$ cat config.mk
export PLATFORM = sky130hd
export DESIGN_NAME = exmem_skid
export DESIGN_NICKNAME = d
export VERILOG_FILES = /design/src/rtl/exmem_skid.sv
export SDC_FILE = /design/constraint.sdc
export NUM_CORES = 1
export LEC_CHECK = 0
export CORE_MARGIN = 1.5
export CORE_UTILIZATION = 45
export DETAILED_ROUTE_END_ITERATION = 6
export GPL_TIMING_DRIVEN = 0
export HOLD_SLACK_MARGIN = 0.05
export PLACE_DENSITY = 0.88
export SLEW_MARGIN = 20
export SYNTH_ARGS = -nofsm -noshare
export SYNTH_HDL_FRONTEND = slang
export SYNTH_SLANG_ARGS = --single-unit
$ cat constraint.sdc
create_clock -name clk_i -period 4.45 [get_ports clk_i]
set_clock_uncertainty 0.2 [all_clocks]
set_input_delay 1.1125 -clock clk_i [delete_from_list [all_inputs] [get_ports clk_i]]
set_output_delay 1.1125 -clock clk_i [all_outputs]
set_load 0.1 [all_outputs]
$ cat src/rtl/exmem_skid.sv
// exmem_skid: EX/MEM pipeline register with a two-entry skid buffer.
// Holds up to two EX bundles in FIFO order. The head register drives the MEM
// side and a skid register absorbs one extra bundle. That extra entry lets
// in_ready_o be a pure register, with no combinational path from out_ready_i.
// The memory address is computed on capture, so the MEM stage sees it ready.
// Optional feature: define EXMEM_MISALIGN_CHK_EN to add out_misalign_o. It is
// a registered flag for memory accesses whose address is not word-aligned.
module exmem_skid #(
    parameter int XLEN = 32,
    parameter int RAW  = 5
) (
    input  logic            clk_i,
    input  logic            rst_i,
    input  logic            in_valid_i,
    output logic            in_ready_o,
    input  logic            flush_i,
    input  logic            wb_i,
    input  logic [1:0]      mem_i,
    input  logic [XLEN-1:0] alu_res_i,
    input  logic [XLEN-1:0] imm_i,
    input  logic [XLEN-1:0] rs1_data_i,
    input  logic [XLEN-1:0] rs2_data_i,
    input  logic [RAW-1:0]  rd_addr_i,
    output logic            out_valid_o,
    input  logic            out_ready_i,
    output logic            out_wb_o,
    output logic [1:0]      out_mem_o,
    output logic [XLEN-1:0] out_memaddr_o,
    output logic [XLEN-1:0] out_memdata_o,
    output logic [XLEN-1:0] out_alures_o,
    output logic [RAW-1:0]  out_rd_addr_o,
`ifdef EXMEM_MISALIGN_CHK_EN
    output logic            out_misalign_o,
`endif
    output logic [1:0]      count_o
);

    typedef struct packed {
        logic            wb;
        logic [1:0]      mem;
        logic [XLEN-1:0] memaddr;
        logic [XLEN-1:0] memdata;
        logic [XLEN-1:0] alures;
        logic [RAW-1:0]  rd_addr;
`ifdef EXMEM_MISALIGN_CHK_EN
        logic            misalign;
`endif
    } bundle_t;

    bundle_t    head_q, head_d;
    bundle_t    skid_q, skid_d;
    bundle_t    new_b;
    logic [1:0] count_q, count_d;
    logic       in_ready_q, in_ready_d;
    logic       acc, ret;
    logic [XLEN-1:0] addr;

    // Form the incoming bundle; mem==01 uses register+register addressing.
    always_comb begin
        addr          = (mem_i == 2'b01) ? (rs1_data_i + rs2_data_i)
                                         : (rs1_data_i + imm_i);
        new_b         = '0;
        new_b.wb      = wb_i;
        new_b.mem     = mem_i;
        new_b.memaddr = addr;
        new_b.memdata = rs2_data_i;
        new_b.alures  = alu_res_i;
        new_b.rd_addr = rd_addr_i;
`ifdef EXMEM_MISALIGN_CHK_EN
        new_b.misalign = (mem_i != 2'b00) && (addr[1:0] != 2'b00);
`endif
    end

    assign acc = in_valid_i && in_ready_q && !flush_i;
    assign ret = (count_q != 2'd0) && out_ready_i;

    // Next-state for occupancy and the two entries. Flush only clears the
    // occupancy; stale payload is left in place and hidden by out_valid_o=0.
    always_comb begin
        head_d  = head_q;
        skid_d  = skid_q;
        count_d = count_q;
        if (flush_i) begin
            count_d = 2'd0;
        end else begin
            case (count_q)
                2'd0: begin
                    if (acc) begin
                        head_d  = new_b;
                        count_d = 2'd1;
                    end
                end
                2'd1: begin
                    if (acc && ret) begin
                        head_d = new_b;
                    end else if (acc) begin
                        skid_d  = new_b;
                        count_d = 2'd2;
                    end else if (ret) begin
                        count_d = 2'd0;
                    end
                end
                default: begin
                    // Full: in_ready is low, so only a retire can happen.
                    if (ret) begin
                        head_d  = skid_q;
                        count_d = 2'd1;
                    end
                end
            endcase
        end
        in_ready_d = (count_d != 2'd2);
    end

    // State registers; reset clears occupancy and zeroes payload.
    always_ff @(posedge clk_i) begin
        if (rst_i) begin
            head_q     <= '0;
            skid_q     <= '0;
            count_q    <= 2'd0;
            in_ready_q <= 1'b1;
        end else begin
            head_q     <= head_d;
            skid_q     <= skid_d;
            count_q    <= count_d;
            in_ready_q <= in_ready_d;
        end
    end

    assign in_ready_o    = in_ready_q;
    assign out_valid_o   = (count_q != 2'd0);
    assign count_o       = count_q;
    assign out_wb_o      = head_q.wb;
    assign out_mem_o     = head_q.mem;
    assign out_memaddr_o = head_q.memaddr;
    assign out_memdata_o = head_q.memdata;
    assign out_alures_o  = head_q.alures;
    assign out_rd_addr_o = head_q.rd_addr;
`ifdef EXMEM_MISALIGN_CHK_EN
    assign out_misalign_o = head_q.misalign;
`endif

endmodule

# Yosys cells after proc, flatten, opt, wreduce, memory -nomap -nowiden
# Index checks and enable logic that the tools add are counted.
[op_classes]
addsub = 2
muxes = 12
n_reduce_logical = 10
eq_ne = 5
bitwise_logic = 2
[ops]
columns = ["operator", "n"]
rows = [
  ["two-way mux 104 bit", 3],
  ["one-hot mux 104 bit (2 select lines)", 1],
  ["adder 32 bit", 2],
  ["two-way mux 32 bit", 1],
  ["two-way mux 2 bit", 6],
  ["AND reduction 4 bit", 2],
  ["inequality test 2 bit (second input constant)", 3],
  ["== test 2 x 1 -> 1 bit (second input constant)", 2],
  ["logical AND 1 bit", 4],
  ["one-hot mux 2 bit (2 select lines)", 1],
  ["nonzero test 3 bit", 1],
  ["zero test 2 bit", 1],
  ["NOT 1 bit", 2],
  ["nonzero test 2 bit", 1],
  ["zero test 1 bit", 1],
]
[totals]
output_inout_bits = 108
in_bits = 141
wordCells = 45
register_bits = 211

# Logic depth before layout (Yosys ltp)
# Gate-level depths: netlist of the first run.
[depth]
depth_word = 8
mapped_depth = 16

# Worst setup path before layout of the first run
# OpenSTA, ideal clock, no wires.
[synth_timing]
kind = "input-to-reg"
start = "input port mem_i[1]"
end = "register skid_q[99] (netlist name)"
path_buffers = 2
stages = 16
arrival_time_ps = 4244
path_slack_ps = -125
setup_ps = 131
required_ps = 4119
path_cell_list = "nand2b_1 -> clkbuf_1 -> clkbuf_1 -> mux2_2 -> ha_1 -> inv_1 -> fa_1 -> nand2b_1 -> a211oi_2 -> a211oi_1 -> o31ai_4 -> a41oi_1 -> o311ai_1 -> a31oi_1 -> xor2_1 -> o31ai_1"
[synth_between]
elab_chain_cells = 2
[synth_lines]
columns = ["item", "line", "text"]
rows = [
  ["start, declared", "18", "input logic [1:0] mem_i,"],
  ["== test 2 x 1 -> 1 bit", "60", "addr = (mem_i == 2'b01) ? (rs1_data_i + rs2_data_i)"],
  ["two-way mux 32 bit", "60", ""],
  ["end signal, assigned", "124", "skid_q <= skid_d;"],
  ["end, declared", "51", "bundle_t skid_q, skid_d;"],
]
# No other way between the ends.
# A chain may end at the register's enable or synchronous reset.

# Worst setup path after layout of the first run
# Same ends and word-level chain as after synthesis.

==> impl_results.md, run 1 <==
- R2R Setup Slk: 1470 ps
- Crit Reg-Reg Endpoint: out_alures_o[19]$_SDFFE_PP0P_
- Avg Inst Size Synth: 8.29 um^2
- Worst path depth: 16
- DR vias/cell: 5.81
- Internal Power: 3.55 mW
- Synthesized net count: 1418
- Gpl congestion: 0.904
- Post-Synth XOR/XNOR Area: 2.64%
- Total power draw: 5.44 mW
- Clk sinks: between 200 and 250
- Status: finished clean
- Seq cells post-synth: 211
- Max VDD drop: 263 uV
- Clock power share: 33.7%
- CP Buf/Inv Count: 3
- Core footprint: around 23000 um^2
- WL/cell: 19.6 um
- Pin count of the biggest net entering global routing: 14
- Die Height: roughly 150 um
- R2R cell count: 5
- Commonest non-fill, non-tap cell in the layout: clkdlybuf4s50_1
- PwrDens: 389 nW/um^2
- CP max FO: 10
- Worst-Skew Late Latency: 520 ps
- Fin crit period: 4370 ps
- Port Buffers: 247
- Final ANT Viol Nets: 0
- Post-DP HPWL: 26200 um
- Register area: around 4200 um^2
- Area of the multi-input gates: 5730 um^2
- Die area: 23800 um^2
- Gate power share: 29.2%
- Max Slew Vio Count: 0
- Max incr delay on CP: 370 ps
- Sw Pwr: 1.89 mW
- Filler cells: about 1800
- Lkg Pwr: 4.90 nW
- Worst EP arrival: around 4500 ps
- First-pass DRT Iterations: 5
- Crit path required time: 4620 ps
- Synth unique cells: between 50 and 60
- Adder-Cell Fraction of Synth Area: 4.33%
- Worst Setup End Kind: flip-flop
- Top Family by Delay on Critical Path: compound AO/OA/AOI/OAI gates
- Worst path cell trace: dlygate4sd2_1 -> nand2b_4 -> clkbuf_16 -> mux2_2 -> ha_2 -> inv_1 -> fa_2 -> nand2b_4 -> a211oi_2 -> a211oi_2 -> o31ai_4 -> a41oi_2 -> o311ai_2 -> a31oi_1 -> xor2_1 -> o31ai_1
- Ports: between 200 and 250
- Hold Path Class: flip-flop to flip-flop
- Layout cells sized above 1: under 10%
- Worst-path clk slew: 60 ps
- All-Layer GR Usage: between 20 and 30%
- Row cnt: 55
- Rel. slew slack: 25.1%
- Final Hold Vio Count: 0
- Initial Util: approximately 46%
- Total Wirelength: 35600 um
- CP Capture Point: skid_q[99]$_SDFFE_PP0P_
- Chip Width: 154 um
- Synth Cell Area: around 10000 um^2
- Layout Utilization: 62.0%
- Reg2reg start: count_o[1]$_SDFF_PP0_
- EDFF count, synth: 0
- Fmax: 229 MHz
- Startpoint types: primary input
- Multiplexer area fraction after synthesis: 10.9%
- Tightest Pin Transition: 1120 ps
- Ant diodes: 0
- H-tree depth: 1
- CP Class: primary input to flip-flop
- Reg power frac: 37.1%
- Iter 0 DRT Violations: 683
- CTS tree: built
- Num CTS Buffers: 22
- Sequential area share after synthesis: between 40 and 50%
- Routed via count: roughly 11000
- Syn. warnings: 0
- Worst Setup SP: mem_i[1]
- Congestion Overflow GR: 0
- Commonest non-fill, non-tap cells in the layout: clkdlybuf4s50_1 (245), nand2_1 (229), dfxtp_1 (211)
- CP max-delay cell: o31ai_4
- Synth Area in Compound Gates: approximately a fifth
- Setup violators final: 0
- Area growth syn-to-layout: 36.0%
- Total Nets Final: approximately 1700
- Number of global-route vias before repair: 10200
- Unrepaired setup endpoints after global routing: no
- Initial antenna violation count: 0
- Cells after Synth: about 1200
- Post-synthesis simple-gate area fraction: 16.8%
- Clock buffer depth: 3
- Sw frac: 34.8%
- MaxCap Viol Count: 0
- Main combinational cell family by area after synthesis: compound AO/OA/AOI/OAI gates
- Global-route wire length before repair: 54200 um
- Final period utilization: 98.2%
- FFs w/ async S/R, synth: 0%
- Clock root cell: clkbuf_16
- # DRC: 0
- Top_reg_cell synth: dfxtp_1
worst register-to-register path: cells and delay by family, from the launching register on:
kind | cells | cell delay [ps]
flip-flops | 1 | 380
buffers and inverters | 3 | 1810
AO/OA/AOI/OAI | 1 | 290
multiplexers | 1 | 200
flip-flops by register name, indices dropped and copies added, names as in the netlist:
signal and flops:
count_o 2, out_mem_o 2, out_alures_o 32, out_rd_addr_o 5, in_ready_o 1, skid_q 104
out_memdata_o 32, out_memaddr_o 32, out_wb_o 1
worst min path at each step:
stage	slack [ps]	to	startpoint	cells past startpoint
after floorplan	230	skid_q[94]$_SDFFE_PP0P_	skid_q[94]$_SDFFE_PP0P_	2
after detailed placement	250	skid_q[32]$_SDFFE_PP0P_	skid_q[32]$_SDFFE_PP0P_	2
final	250	skid_q[28]$_SDFFE_PP0P_	skid_q[28]$_SDFFE_PP0P_	2
after CTS	250	skid_q[80]$_SDFFE_PP0P_	skid_q[80]$_SDFFE_PP0P_	2
after global routing	270	skid_q[21]$_SDFFE_PP0P_	skid_q[21]$_SDFFE_PP0P_	2
after global placement	240	skid_q[94]$_SDFFE_PP0P_	skid_q[94]$_SDFFE_PP0P_	2
metal layers:
| metal | routed length [um] | global-route usage [%] | share of wire (%) |
|---|---|---|---|
| met1 | 14000 | 34.9 | 39 |
| met2 | 16100 | 47.0 | 45 |
| met3 | 3550 | 6.86 | 10 |
| met4 | 1890 | 15.0 | 5.3 |
| met5 | 0 | 0 | 0 |
synthesized netlist by cell type, types with 3 or more instances:
| library cell | number | area share (%) |
|---|---|---|
| a211oi_2 | 3 | 0.36 |
| a21oi_1 | 134 | 6.5 |
| a21o_1 | 9 | 0.66 |
| nor3_1 | 11 | 0.53 |
| nand2_1 | 229 | 8.4 |
| nand4_1 | 6 | 0.36 |
| and3_1 | 4 | 0.24 |
| dfxtp_1 | 211 | 41 |
| mux2_2 | 31 | 3.4 |
| o21ai_0 | 33 | 1.6 |
| nor2b_1 | 3 | 0.18 |
| a311oi_1 | 7 | 0.60 |
| o211ai_1 | 10 | 0.73 |
| xnor2_1 | 17 | 1.4 |
| mux2i_1 | 77 | 7.5 |
| or3_1 | 5 | 0.30 |
| a211oi_1 | 90 | 6.6 |
| o21bai_1 | 4 | 0.29 |
| nand3_1 | 14 | 0.68 |
| xor2_1 | 14 | 1.2 |
| a31oi_1 | 3 | 0.18 |
| clkbuf_1 | 92 | 3.4 |
| a21boi_0 | 3 | 0.22 |
| ha_1 | 34 | 4.1 |
| nand2b_1 | 7 | 0.43 |
| nor2_1 | 135 | 4.9 |
| inv_1 | 12 | 0.44 |
metrics by stage:
| stage | setup slack [ps] | hold slack [ps] | std cells | setup TNS (ps) | instance area, um^2 |
|---|---|---|---|---|---|
| after floorplan | 75.8 | 229 | 1242 | 0 | 10300 |
| after global placement | -1090 | 238 | 1774 | -33240 | 13100 |
| after detailed placement | -1170 | 246 | 1774 | -37000 | 13100 |
| after CTS | 27.8 | 255 | 1814 | 0 | 14000 |
| after global routing | 6.63 | 266 | 1817 | 0 | 14000 |
| final | 80.3 | 253 | 1817 | 0 | 14000 |
area by class of cell:
cell class / instances / share of cell area (%)
inverter: 12 / 0.322
clock inverter: 8 / 0.751
multi-input combinational: 922 / 40.9
tap: 285 / 2.55
clock buffer: 29 / 4.34
buffer: 96 / 2.93
sequential: 211 / 30.2
timing repair buffer: 254 / 18.0
power by group through the flow:
stage | combinational [mW] | sequential, mW | clock, mW
floorplan | 0.527 | 2.56 | 0
global placement | 1.50 | 2.05 | 0
detailed placement | 1.51 | 2.06 | 0
CTS | 1.55 | 2.02 | 1.83
global route | 1.66 | 2.03 | 1.92
finish | 1.59 | 2.02 | 1.84
cells by family (layout without fill, tap and decap cells):
family,count (synthesis),after routing
AND/OR/NAND/NOR,425,425
AO/OA/AOI/OAI,323,323
flip-flops,211,211
buffers and inverters,109,399
multiplexers,108,108
adder cells (fa/ha/maj),35,35
XOR/XNOR,31,31
timing repair:
action,4_1_cts,5_1_grt
cloned,0,0
setup buffers,4,3
hold buffers,0,0
endpoints found under the setup margin,41,14
resized for setup,21,6
pin swaps,8,5
No activity file was read; power rests on OpenSTA's default activity.
==> run 2: changes to the inputs <==
--- a/config.mk
+++ b/config.mk
@@ -10,7 +10,7 @@
 export DETAILED_ROUTE_END_ITERATION = 6
 export GPL_TIMING_DRIVEN = 0
 export HOLD_SLACK_MARGIN = 0.05
-export PLACE_DENSITY = 0.88
+export PLACE_DENSITY = 0.85
 export SLEW_MARGIN = 20
 export SYNTH_ARGS = -nofsm -noshare
 export SYNTH_HDL_FRONTEND = slang
==> run 2 against run 1 <==
Net effect: via count down 1.6%; maximum frequency down 0.35%; worst hold slack worse by 0.73 ps; critical path type unchanged; total power up 0.47%.
==> impl_results.md, run 2 (synthesis results as in run 1) <==
- Ports: 249 (unchanged)
- Startpoint types: primary input
- Total Nets Final: 1700 (+0.29%)
- Area growth syn-to-layout: 37.1%
- Die area: 23800 um^2 (unchanged)
- Worst Setup End Kind: flip-flop
- Commonest non-fill, non-tap cell in the layout: clkdlybuf4s50_1
- Status: finished clean
- Total Wirelength: 35200 um (-0.88%)
- R2R cell count: 6 (+1)
- Commonest non-fill, non-tap cells in the layout: clkdlybuf4s50_1 (245), nand2_1 (229), dfxtp_1 (211)
- Layout Utilization: 62.5% (+0.53 points)
- Final ANT Viol Nets: 0 (unchanged)
- Ant diodes: 0 (unchanged)
- Clock buffer depth: 3 (unchanged)
- Placed cells: 1774 (unchanged)
- Rel. slew slack: 26.6% (+1.5 points)
- Initial Util: 45.6% (unchanged)
- Lkg Pwr: 4.93 nW (+0.78%)
- Final period utilization: 98.5% (+0.35 points)
- Layout cells sized above 1: 7.61% (+0.69 points)
- All-Layer GR Usage: 28.6% (about the same)
- Core footprint: 22600 um^2 (unchanged)
- Num CTS Buffers: 22 (unchanged)
- WL/cell: 19.3 um (-1.2%)
- CP max FO: 5 (-5)
- Initial antenna violation count: 0 (unchanged)
- Area of the multi-input gates: 5810 um^2 (+1.4%)
- First-pass DRT Iterations: 5 (unchanged)
- Hold Path Class: flip-flop to flip-flop
- Register area: 4220 um^2 (unchanged)
- Pin count of the biggest net entering global routing: 14 (unchanged)
- Final Hold Vio Count: 0 (unchanged)
- Tightest Pin Transition: 1100 ps (-22.6 ps)
- Max Slew Vio Count: 0 (unchanged)
- Fin crit period: 4390 ps (+15.5 ps)
- CTS tree: built
- Port Buffers: 247 (unchanged)
- Chip Width: 154 um (unchanged)
- PwrDens: 387 nW/um^2 (-0.38%)
- Max VDD drop: 203 uV (-23%)
- Crit path required time: 4680 ps (+60 ps)
- Max reg flops: 104 (unchanged)
- Worst-path clk slew: 60 ps (about the same)
- Worst Setup SP: mem_i[1]
- # DRC: 0 (unchanged)
- CP Capture Point: out_memaddr_o[26]$_SDFFE_PP0P_
- Routed via count: 10400 (-1.6%)
- CP Class: primary input to flip-flop
- DR vias/cell: 5.71 (-1.9%)
- Congestion Overflow GR: 0 (unchanged)
- MaxCap Viol Count: 0 (unchanged)
- Filler cells: 1853 (+2.7%)
- Crit Reg-Reg Endpoint: skid_q[65]$_SDFFE_PP0P_
- Reg2reg start: count_o[1]$_SDFF_PP0_
- Global-route wire length before repair: 53600 um (-1.2%)
- Number of global-route vias before repair: 10100 (-0.90%)
- Worst EP arrival: 4610 ps (+70 ps)
- H-tree depth: 1 (unchanged)
- Clock root cell: clkbuf_16
- Largest register by flop count: skid_q
- R2R Setup Slk: 1080 ps (-390 ps)
- Setup violators final: 0 (unchanged)
- Placed inst area: 13100 um^2 (unchanged)
- Final std cells w/o fill: 1822 (+0.28%)
- Clk sinks: 211 (unchanged)
- Fmax: 228 MHz (-0.35%)
- Iter 0 DRT Violations: 793 (+16%)
- Worst-Skew Late Latency: 520 ps (about the same)
- Post-route cell area: 14100 um^2 (+0.86%)
- Gpl congestion: 0.926 (+2.5%)
- Row cnt: 55 (unchanged)
- Die Height: 154 um (unchanged)
- Post-DP HPWL: 26000 um (-0.66%)
-- run 2: per-stage QoR --
step	TNS [ps]	power, mW	setup slack [ps]	hold slack [ps]
after CTS	0	5.42	8.72	254
final	0	5.47	64.8	253
after global routing	-31.8	5.63	-24.1	271
after floorplan	0	3.09	75.8	229
after global placement	-35880	3.56	-1160	237
after detailed placement	-40650	3.57	-1280	246
-- run 2: where the power goes --
group	total (mW)	switching (mW)	internal, mW
logic	1.61	1.09	0.519
registers	2.02	0.0490	1.97
clock network	1.84	0.772	1.06
-- run 2: cell type report --
type	instances	share of cell area [%]
inverter	12	0.319
buffer	96	2.82
tap	285	2.53
clock buffer	30	4.54
timing repair buffer	259	18.2
sequential	211	29.9
multi-input combinational	922	41.2
clock inverter	7	0.532
-- run 2: worst min path at each step --
stage,start,endpoint,depth (start not counted)
after floorplan,skid_q[94]$_SDFFE_PP0P_,skid_q[94]$_SDFFE_PP0P_,2
after global routing,skid_q[94]$_SDFFE_PP0P_,skid_q[94]$_SDFFE_PP0P_,2
after CTS,skid_q[94]$_SDFFE_PP0P_,skid_q[94]$_SDFFE_PP0P_,2
after global placement,skid_q[94]$_SDFFE_PP0P_,skid_q[94]$_SDFFE_PP0P_,2
after detailed placement,skid_q[94]$_SDFFE_PP0P_,skid_q[94]$_SDFFE_PP0P_,2
final,skid_q[94]$_SDFFE_PP0P_,skid_q[94]$_SDFFE_PP0P_,2
-- run 2: repair_timing --
| item | in CTS | in global routing |
|---|---|---|
| pin swaps | 8 | 8 |
| hold buffers | 0 | 0 |
| resized for setup | 19 | 19 |
| gates cloned | 0 | 0 |
| setup buffers | 5 | 7 |
| hold endpoints to repair | 0 | 0 |
| endpoints found under the setup margin | 42 | 25 |
-- run 2: critical path, cell delays in order --
cell and delay, ps:
dlygate4sd2_1 280, nand2b_4 190, clkbuf_16 170, mux2_2 240, ha_4 140, inv_1 50, fa_2 360, nand2b_4 170
a211oi_4 280, a211oi_4 90, o31ai_4 230, buf_6 160, a211oi_2 80, o41ai_2 350, xor2_1 340, nand2_1 120
a311oi_2 240
-- run 2: metal layers --
metal	global-route usage [%]	share of wire [%]	up-vias
met2	47.1	46	490
met3	6.02	8.8	111
met1	35.6	40	4878
met4	14.4	4.8	0
li1	-	-	4918
met5	0	0	-
==> run 3: changes to the inputs <==
--- a/config.mk
+++ b/config.mk
@@ -6,11 +6,12 @@
 export NUM_CORES = 1
 export LEC_CHECK = 0
 export CORE_MARGIN = 1.5
-export CORE_UTILIZATION = 45
+export CORE_UTILIZATION = 58
 export DETAILED_ROUTE_END_ITERATION = 6
+export DONT_BUFFER_PORTS = 1
 export GPL_TIMING_DRIVEN = 0
 export HOLD_SLACK_MARGIN = 0.05
-export PLACE_DENSITY = 0.85
+export PLACE_DENSITY = 0.84
 export SLEW_MARGIN = 20
 export SYNTH_ARGS = -nofsm -noshare
 export SYNTH_HDL_FRONTEND = slang
==> run 3 against run 2 <==
Net effect: non-clock buffer count decreased by 256; die area down 22%; sequential cell count stayed put; routed wire length decreased by 12%; sequential power grew 26%; first-iteration DRC count fell by 12%; setup slack gained 130 ps.
==> impl_results.md, run 3 (synthesis results as in run 1) <==
- Placed cells: 1467 (-17%)
- Pin count of the biggest net entering global routing: 14 (unchanged)
- Congestion Overflow GR: 0 (unchanged)
- Gpl congestion: 0.944 (+1.9%)
- CP Class: primary input to flip-flop
- WL/cell: 20.4 um (+5.7%)
- Clk sinks: 211 (unchanged)
- Initial antenna violation count: 2 (+2)
- Status: finished clean
- Final ANT Viol Nets: 0 (unchanged)
- Commonest non-fill, non-tap cell in the layout: nand2_1
- Global-route wire length before repair: 46400 um (-13%)
- Fin crit period: 4250 ps (-134 ps)
- All-Layer GR Usage: 32.1% (+3.5 points)
- Row cnt: 48 (-13%)
- Worst Setup SP: mem_i[1]
- Post-route cell area: 11400 um^2 (-19%)
- Startpoint types: primary input
- Crit path required time: 4680 ps (about the same)
- Die area: 18600 um^2 (-22%)
- Max Slew Vio Count: 0 (unchanged)
- H-tree depth: 1 (unchanged)
- Final std cells w/o fill: 1511 (-17%)
- Reg2reg start: count_o[0]$_SDFF_PP0_
- Hold Path Class: flip-flop to flip-flop
- Max reg flops: 104 (unchanged)
- Die Height: 136 um (-12%)
- Clock root cell: clkbuf_16
- # DRC: 0 (unchanged)
- Fmax: 235 MHz (+3.2%)
- Ports: 249 (unchanged)
- Register area: 4220 um^2 (unchanged)
- Core footprint: 17300 um^2 (-23%)
- CTS tree: built
- Layout Utilization: 66.0% (+3.4 points)
- DR vias/cell: 6.19 (+8.5%)
- Largest register by flop count: skid_q
- Min-delay src: skid_q[80]$_SDFFE_PP0P_
- Chip Width: 136 um (-12%)
- Layout cells sized above 1: 7.32% (-0.30 points)
- Lkg Pwr: 3.94 nW (-20%)
- Worst EP arrival: 4480 ps (-130 ps)
- PwrDens: 457 nW/um^2 (+18%)
- Clock buffer depth: 3 (unchanged)
- Setup violators final: 0 (unchanged)
- Final Hold Vio Count: 0 (unchanged)
- Area growth syn-to-layout: 10.8%
- Worst-Skew Late Latency: 520 ps (about the same)
- Iter 0 DRT Violations: 697 (-12%)
- Unrepaired setup endpoints after global routing: no
- Area of the multi-input gates: 5690 um^2 (-2.2%)
- CP max FO: 10 (+5)
- Max VDD drop: 384 uV (+89%)
- Worst Setup End Kind: flip-flop
- Rel. slew slack: 26.4% (-0.24 points)
- Setup total negative slack: 0 ps (unchanged)
- First-pass DRT Iterations: 5 (unchanged)
- Initial Util: 59.5% (+14 points)
- Total Wirelength: 30900 um (-12%)
- Filler cells: 1444 (-22%)
- Final period utilization: 95.5% (-3.0 points)
- Worst-path clk slew: 60 ps (about the same)
- Number of global-route vias before repair: 8735 (-13%)
- Commonest non-fill, non-tap cells in the layout: nand2_1 (229), dfxtp_1 (211), nor2_1 (135)
- Tightest Pin Transition: 1100 ps (+5.49 ps)
- Post-DP HPWL: 23000 um (-12%)
- Total power draw: 5.21 mW (-4.6%)
- Total Nets Final: 1445 (-15%)
- Placed inst area: 10600 um^2 (-19%)
- Num CTS Buffers: 23 (+4.5%)
- MaxCap Viol Count: 0 (unchanged)
- Port Buffers: 0 (-100%)
- Routed via count: 9359 (-10%)
run 3: cell count changes in the layout (fill, tap and decap cells not counted), moves of 2 or more:
cell / before / now
a211oi_1: 87 / 89
ha_1: 32 / 34
a211oi_4: 2 / 0
xnor2_1: 15 / 17
xnor2_2: 2 / 0
clkdlybuf4s50_1: 245 / 0
buf_4: 15 / 5
a21oi_2: 2 / 0
a21oi_1: 132 / 134
ha_4: 2 / 0
nand2b_4: 2 / 0
inv_6: 0 / 2
clkbuf_1: 90 / 94
run 3: path summary, 6_finish.rpt:
check,endpoint,slack [ps],depth (start not counted)
worst max register to register,out_memaddr_o[25]$_SDFFE_PP0P_,670,7
worst min register to register,skid_q[80]$_SDFFE_PP0P_,250,2
worst max-delay path,out_memaddr_o[26]$_SDFFE_PP0P_,200,16
worst min-delay path,skid_q[80]$_SDFFE_PP0P_,250,2
run 3: where the power goes:
group / total [mW] / internal (mW) / switching (mW)
Clock: 1.93 / 1.15 / 0.775
Combinational: 0.732 / 0.272 / 0.461
Sequential: 2.55 / 1.97 / 0.583
Total: 5.21 / 3.40 / 1.82
run 3: per-stage QoR:
step                      hold slack [ps]  setup slack, ps
after CTS                             255             12.1
after global placement                237             -574
after floorplan                       229             75.8
after detailed placement              244             -616
final                                 254              199
after global routing                  270             1.69
run 3: repair_timing:
| item | in CTS | in global routing |
|---|---|---|
| endpoints found under the setup margin | 6 | 19 |
| resized for setup | 2 | 9 |
| pin swaps | 0 | 4 |
| setup buffers | 0 | 3 |
| hold buffers | 0 | 0 |
run 3: area by class of cell:
class	instances	share of cell area, %
clock inverters	7	0.812
multi-input cells	922	49.9
plain buffers	96	3.38
clock buffers	34	5.85
inverters	12	0.395
well taps	225	2.47
diodes	1	0.0219
flip-flops and latches	211	37.0
repair buffers	3	0.197
run 3: critical path, stage by stage:
cell and delay (ps):
nand2b_2 220, buf_8 180, mux2_2 220, ha_1 180
inv_1 70, fa_1 400, nand2b_1 200, a211oi_2 220
a211oi_2 100, o31ai_4 390, buf_4 190, a211oi_2 80
o41ai_2 250, xor2_1 320, nand2_1 90, a311oi_1 250
run 3: routing by layer:
layer | track usage [%] | vias up | routed length (um) | share of wire (%)
met5 | 0 | - | 17 | 0.055
met4 | 12.9 | 2 | 1260 | 4.1
met3 | 11.3 | 95 | 3830 | 12
met2 | 51.2 | 487 | 13900 | 45
met1 | 39.7 | 4377 | 11800 | 38
li1 | - | 4398 | - | -
